## config.mk

```make
export PLATFORM = sky130hd
export DESIGN_NAME = ser_frame_tx
export DESIGN_NICKNAME = d
export VERILOG_FILES = /design/src/rtl/ser_frame_tx.sv
export SDC_FILE = /design/constraint.sdc
export NUM_CORES = 1
export LEC_CHECK = 0
export BUFFER_PORTS_ARGS = -buffer_cell sky130_fd_sc_hd__buf_2
export CAP_MARGIN = 20
export CORE_MARGIN = 2
export CORE_UTILIZATION = 55
export CTS_CLUSTER_SIZE = 16
export DETAILED_ROUTE_END_ITERATION = 10
export PLACE_DENSITY = 0.78
export SYNTH_ARGS = -nofsm -noshare
export SYNTH_HDL_FRONTEND = slang
export SYNTH_SLANG_ARGS = --single-unit
```

## constraint.sdc

```tcl
create_clock -name clk -period 1.97 [get_ports clk]
set_input_delay 0.0985 -clock clk [delete_from_list [all_inputs] [get_ports clk]]
set_output_delay 0.0985 -clock clk [all_outputs]
set_load 0.03 [all_outputs]
```

## src/rtl/ser_frame_tx.sv

```systemverilog
// MSB-first parallel-to-serial frame transmitter with frame strobe and done pulse.
// Define SER_FRAME_TX_PARITY_EN to append an even-parity bit to every frame.
module ser_frame_tx #(
  parameter int WIDTH = 8
) (
  input  logic             clk,
  input  logic             rst,
  input  logic [WIDTH-1:0] data_in,
  input  logic             load,
  output logic             ready,
  output logic             sdo,
  output logic             sframe,
  output logic             done
);

  localparam int CW = $clog2(WIDTH + 1);

  localparam logic [1:0] S_IDLE  = 2'd0;
  localparam logic [1:0] S_SHIFT = 2'd1;
  localparam logic [1:0] S_DONE  = 2'd2;
`ifdef SER_FRAME_TX_PARITY_EN
  localparam logic [1:0] S_PAR   = 2'd3;
  logic par_q;
`endif

  logic [1:0]       state;
  logic [WIDTH-1:0] sreg;
  logic [CW-1:0]    cnt;
  logic             accept;

  assign accept = load & ready;
  // The shift register is zero whenever no frame bit is on the line, so its MSB is sdo directly.
  assign sdo = sreg[WIDTH-1];

  always_ff @(posedge clk or negedge rst) begin
    if (!rst) begin
      state  <= S_IDLE;
      sreg   <= '0;
      cnt    <= '0;
      ready  <= 1'b1;
      sframe <= 1'b0;
      done   <= 1'b0;
`ifdef SER_FRAME_TX_PARITY_EN
      par_q  <= 1'b0;
`endif
    end else begin
      done <= 1'b0;
      case (state)
        S_IDLE, S_DONE: begin
          if (accept) begin
            state  <= S_SHIFT;
            sreg   <= data_in;
            cnt    <= CW'(WIDTH - 1);
            ready  <= 1'b0;
            sframe <= 1'b1;
`ifdef SER_FRAME_TX_PARITY_EN
            par_q  <= ^data_in;
`endif
          end else begin
            state <= S_IDLE;
          end
        end
        S_SHIFT: begin
          if (cnt == '0) begin
`ifdef SER_FRAME_TX_PARITY_EN
            // Parity rides out through the same MSB flop as the data bits.
            state <= S_PAR;
            sreg  <= {par_q, {(WIDTH-1){1'b0}}};
`else
            state  <= S_DONE;
            sreg   <= '0;
            ready  <= 1'b1;
            sframe <= 1'b0;
            done   <= 1'b1;
`endif
          end else begin
            sreg <= {sreg[WIDTH-2:0], 1'b0};
            cnt  <= cnt - 1'b1;
          end
        end
`ifdef SER_FRAME_TX_PARITY_EN
        S_PAR: begin
          state  <= S_DONE;
          sreg   <= '0;
          ready  <= 1'b1;
          sframe <= 1'b0;
          done   <= 1'b1;
        end
`endif
        default: begin
          state  <= S_IDLE;
          sreg   <= '0;
          ready  <= 1'b1;
          sframe <= 1'b0;
        end
      endcase
    end
  end

endmodule
```

==> results of run 1 <==
cells in the mapped netlist:
cell	n	area share [%]
or2_2	1	0.81
nand2_1	1	0.48
ha_1	1	1.6
o2bb2ai_1	7	7.9
clkbuf_1	1	0.48
nand2b_1	1	0.81
nor2_4	1	1.5
nor4_1	1	0.81
nand3_1	1	0.64
nor2b_1	1	0.81
a21oi_1	3	1.9
or2b_1	1	0.97
o21ai_0	2	1.3
o22ai_1	1	0.81
and3b_1	1	1.1
a211o_1	1	1.1
nand2_2	1	0.81
nand3b_1	1	0.97
dfrtp_1	16	52
dfstp_2	1	3.4
nor2_1	3	1.5
nor3_1	3	1.9
nor3b_4	1	2.4
inv_1	3	1.5
mux2i_1	10	13
through the flow:
step,cell area (µm²),hold WS (ns),utilization (%)
floorplan,775.7,-0.1971,-
global placement,868.3,0.03283,66.73
detailed placement,868.3,0.04079,66.73
CTS,904.6,0.04732,69.52
global route,904.6,0.05959,69.52
finish,904.6,0.04556,69.52
worst reg2reg max path: cells and delay by family (launching register included):
kind | cells | cell delay [ns]
flops | 1 | 0.41
simple gates | 2 | 0.39
compound gates | 1 | 0.30
fa+ha+maj | 1 | 0.18
buf+inv | 1 | 0.07
sequential cells by signal (all words and copies together) (netlist names):
signal and flops:
cnt 4, done 1, ready 1, sframe 1, sreg 8, state 2
kinds of logic (layout without fill, tap and decap cells):
| kind of cell | count (synthesis) | count (layout) | synth area share (%) |
|---|---|---|---|
| DFF | 17 | 17 | 55.00 |
| buffers and inverters | 4 | 23 | 1.935 |
| muxes | 10 | 10 | 12.90 |
| AOI/OAI and AO/OA | 14 | 14 | 13.06 |
| and+or+nand+nor | 18 | 18 | 15.49 |
| adders and majority gates | 1 | 1 | 1.613 |
worst max path at each step:
stage	from	end	depth (start not counted)
6_report	cnt[0]	sframe	5
5_1_grt	cnt[0]	sframe	5
4_1_cts	cnt[0]	sframe	5
3_5_place_dp	cnt[0]	sframe	5
3_3_place_gp	cnt[0]	sframe	5
2_1_floorplan	cnt[0]	sframe	5
layout make-up:
class	instances	area [µm²]	share of cell area (%)
sequential	17	426.7	47.16
multi-input combinational	43	334.1	36.93
timing repair buffer	16	87.58	9.682
clock buffer	4	26.28	2.905
tap	15	18.77	2.075
inverter	3	11.26	1.245
routing by layer:
metal | vias to the layer above | wire (µm) | track usage, % | share of wire (%)
li1 | 274 | - | - | -
met1 | 286 | 652 | 26.88 | 45
met2 | 21 | 696 | 29.69 | 48
met3 | 4 | 72 | 3.043 | 5.0
met4 | 0 | 25 | 9.677 | 1.7
met5 | - | 0 | 0 | 0
power breakdown:
part / internal, mW / switching [mW]
clock: 0.0787 / 0.110
sequential: 0.503 / 0.119
combinational: 0.273 / 0.360
repair_timing:
action / 4_1_cts / 5_1_grt
endpoints found under the hold margin: 16 / 0
resized for setup: 0 / 0
hold buffers: 1 / 0
==> flow_summary.yaml, run 1 <==
cells_and_area:
  layout_commonest_cell: "dfrtp_1"
  antenna-diode-count: 0
  finalNetCount: 96
  drive_gt1_share_pct: 27.71
  area_growth_pct: 16.61
  finalNonFillerCells: 98
  fillCellCount: 106
  layout_common_cells: "dfrtp_1 (16), buf_2 (14), mux2i_1 (10)"
cts:
  cts_buffer_depth: 2
  path_clk_slew_ns: 0.10
  post-cts-setup-buffers: 0
  root_buffer: "clkbuf_4"
  cts_inserted_buffers: 3
  cts_tree: "done"
  worstSkewPairLatency_ns: 0.29
  htreeDepth: 1
  clock_sinks: 17
power:
  p_leak_nw: 0.4557
  peakVddDrop_uv: 917.1
  power.total_mw: 1.444
  power_density_nw_per_um2: 1596
sta:
  final.setup.tns_ns: 0
  post-route-period-util_pct: 73.81
  worstMarginPinSlew_ns: 0.3801
  clock_skew_ns: 0.001710
  rsz0062_at_grt: "no"
  final.setup.worst_slack_ns: 0.5159
  max_freq_mhz: 687.7
  final-hold-violation-count: 0
  setup_viol: 0
  period_minus_slack_ns: 1.454
  slew_viol_final: 0
  relSlewSlack_pct: 74.66
worst_setup_path:
  crit_path_max_fanout: 10
  crit_path_end_kind: "register"
  path_buf_inv: 1
  path_class: "register to register"
  path_cells: "inv_1, ha_1, nor3b_4, nor2_4, a211o_1"
  reg2reg_to: "sframe"
  start_kind: "register"
  slowest_delay_ns: 0.41
  cp_top_family: "flip-flops"
  rr_startpoint: "cnt[0]"
  worstPathArrival_ns: 1.64
  critPathRequiredTime_ns: 2.15
  r2r_slack_ns: 0.52
  worst-r2r-cell-count: 5
  cp_slowest_cell: "dfrtp_1"
routing:
  via_per_inst: 5.969
  wl_um: 1447
  drc: 0
  firstDrtPassIters: 5
  drt_iter0_markers: 9
  ant_nets: 0
  avgRoutedWirePerCell_um: 14.77
  vias: 585
place:
  place_hpwl_um: 954.4
  routabilityCongestion: 0.7392
  port_buffers: 14
  place_inst: 93
  place_ws_ns: 0.5282
grt:
  grt_overflow: 0
  gr-usage-all-layers_pct: 19.43
  grt_pass1_wl_um: 2532
  grt_pass1_vias: 533
  antenna_found_initial: 0
  grt_max_degree: 18
yosys:
  synth.avg_cell_area_um2: 12.12
  synth_seq_cells: 17
  syn-instance-count: 64
  syn-cell-area_um2: 775.7
  yosys_warnings: 0
  ys_types: 25
  synth_nets: 76
  synth-seq-area-share_pct: 55.00
floorplanning:
  core_um2: 1301
  num_io_pins: 15
  die_h_um: 41.56
  die_w_um: 41.56
  num_rows: 13
  initial_core_util_pct: 59.62
  dieArea_um2: 1727
status:
  status: "complete, no violations"
min_path:
  hold_path_end: "sreg[0]"
  hold_depth: 3
  min_from: "data_in[0]"
  hold_path.class: "input port to register"
flow_run:
  drv_cap: 0
(Power assumes the default switching activity.)
==> run 2: changes to the inputs <==
--- a/config.mk
+++ b/config.mk
@@ -8,10 +8,10 @@
 export BUFFER_PORTS_ARGS = -buffer_cell sky130_fd_sc_hd__buf_2
 export CAP_MARGIN = 20
 export CORE_MARGIN = 2
-export CORE_UTILIZATION = 55
+export CORE_UTILIZATION = 51
 export CTS_CLUSTER_SIZE = 16
 export DETAILED_ROUTE_END_ITERATION = 10
-export PLACE_DENSITY = 0.78
+export PLACE_DENSITY = 0.74
 export SYNTH_ARGS = -nofsm -noshare
 export SYNTH_HDL_FRONTEND = slang
 export SYNTH_SLANG_ARGS = --single-unit
==> constraint.sdc (replaced) <==
create_clock -name clk -period 1.5 [get_ports clk]
set_input_delay 0.075 -clock clk [delete_from_list [all_inputs] [get_ports clk]]
set_output_delay 0.075 -clock clk [all_outputs]
set_load 0.03 [all_outputs]
==> run 2 against run 1 <==
Maximum frequency up 2.4%. Design area up 1.9%. Sequential share of layout area down 0.90 points. Clock power up 27%. Routed wire length down 5.5%. Sequential cell count unchanged. Final cell count up 3.1%. First-iteration DRC count down 33%. Global-route usage down 2.1 points. Critical path depth unchanged. Clock-buffer cell count down 1. Largest power group is now registers.
==> flow_summary.yaml, run 2 (synthesized netlist as in run 1, its figures left out) <==
status:
  status: "complete, no violations"
power:
  power.switching_uw: 768.3
  clock_power_share_pct: 12.5
  pwr-share-comb_pct: 43.7
  power_density_nw_per_um2: 2070
  peakVddDrop_uv: 1125
  internal_power_mw: 1.140
  p_sw_share_pct: 40.25
  p_leak_nw: 0.4686
  power.total_mw: 1.909
  power_frac_seq_pct: 43.8
routing:
  avgRoutedWirePerCell_um: 13.54
  firstDrtPassIters: 4
  via_per_inst: 5.515
  drt_iter0_markers: 6
  wl_um: 1368
  vias: 557
  drc: 0
  ant_nets: 0
flow_run:
  drv_cap: 0
cells_and_area:
  antenna-diode-count: 0
  fillCellCount: 125
  largest_reg_flops: 8
  drive_gt1_share_pct: 30.59
  regMostFlops: "sreg"
  area_growth_pct: 18.87
  layout_common_cells: "dfrtp_1 (16), buf_2 (14), mux2i_1 (10)"
  reg_top3: "sreg (8), cnt (4), state (2)"
  layout_commonest_cell: "dfrtp_1"
  finalNetCount: 98
sta:
  worstMarginPinSlew_ns: 0.3667
  whs_ns: 0.02371
  slew_viol_final: 0
  post-route-period-util_pct: 94.67
  final.setup.worst_slack_ns: 0.08001
  setup_viol: 0
  relSlewSlack_pct: 75.55
  period_minus_slack_ns: 1.420
  final-hold-violation-count: 0
  final.setup.tns_ns: 0
  max_freq_mhz: 704.2
  rsz0062_at_grt: "no"
  clock_skew_ns: 0.004395
worst_setup_path:
  start_kind: "register"
  crit_path_end_kind: "register"
  critPathRequiredTime_ns: 1.68
  crit_path_max_fanout: 10
  path_class: "register to register"
  worstPathArrival_ns: 1.60
floorplanning:
  die_h_um: 43
  initial_core_util_pct: 52.72
  num_rows: 14
  dieArea_um2: 1849
  core_um2: 1471
  num_io_pins: 15
  die_w_um: 43
cts:
  htreeDepth: 1
  path_clk_slew_ns: 0.10
  worstSkewPairLatency_ns: 0.29
  root_buffer: "clkbuf_4"
  cts_inserted_buffers: 3
  cts_buffer_depth: 2
  cts_tree: "done"
  clock_sinks: 17
  post_cts_resized: 0
min_path:
  hold_path.class: "input port to register"
grt:
  grt_overflow: 0
  gr-usage-all-layers_pct: 17.35
  grt_pass1_vias: 539
  grt_max_degree: 18
  grt_pass1_wl_um: 2304
  antenna_found_initial: 0
place:
  port_buffers: 14
  place_hpwl_um: 984.7
  place_ws_ns: 0.04920
  routabilityCongestion: 0.8277
==> run 2: cell types whose count changed in the layout (fill, tap and decap cells not counted) <==
cell and delta:
buf_4 +2, clkbuf_1 -1, clkinv_2 +1
==> run 2: routing by layer <==
metal	GRT usage, %	vias up	routed length, µm
li1	-	276	-
met1	22.35	262	622
met2	26.67	14	640
met3	4.681	5	69
met4	9.091	0	36
met5	0	-	0
==> run 2: power groups by stage <==
| stage | Combinational (mW) | Clock, mW | Sequential, mW |
|---|---|---|---|
| finish | 0.835 | 0.238 | 0.836 |
| CTS | 0.815 | 0.250 | 0.836 |
| detailed placement | 0.810 | 0 | 0.846 |
| floorplan | 0.541 | 0 | 0.887 |
| global placement | 0.771 | 0 | 0.843 |
| global route | 0.932 | 0.265 | 0.868 |
==> run 2: path summary, 6_finish.rpt <==
check                      startpoint  endpoint  slack, ns  cells past startpoint
hold reg to reg               sreg[1]   sreg[2]       0.49                      1
setup / recovery               cnt[0]    sframe       0.08                      5
hold / removal             data_in[0]   sreg[0]       0.02                      3
max in group asynchronous         rst     ready       0.97                      2
min in group asynchronous         rst   sreg[7]       0.22                      2
setup reg to reg               cnt[0]    sframe       0.08                      5
==> run 2: worst max-delay path, stage by stage (launching register included) <==
cell and delay (ns):
dfrtp_1 0.41, inv_1 0.06, ha_1 0.17, nor3b_4 0.25, nor2_4 0.11, a211o_1 0.31
==> run 2: final cells by class <==
cell class	instances	area, µm²	area share (%)
timing repair buffer	18	102.6	11.13
clock buffer	3	22.52	2.442
inverter	3	11.26	1.221
clock inverter	1	5.005	0.5427
tap	16	20.02	2.171
multi-input combinational	43	334.1	36.23
sequential	17	426.7	46.27
==> run 2: through the flow <==
| step | std cells | utilization [%] | instance area, µm² |
|---|---|---|---|
| 2_1_floorplan | 64 | - | 775.7 |
| 3_3_place_gp | 94 | 59.10 | 869.6 |
| 3_5_place_dp | 94 | 59.10 | 869.6 |
| 4_1_cts | 99 | 61.65 | 907.1 |
| 5_1_grt | 101 | 62.67 | 922.1 |
| 6_report | 101 | 62.67 | 922.1 |
==> run 2: what timing repair did <==
item,in CTS,in global routing
hold endpoints to repair,17,0
setup endpoints to repair,0,1
hold buffers,1,0
setup buffers,0,2
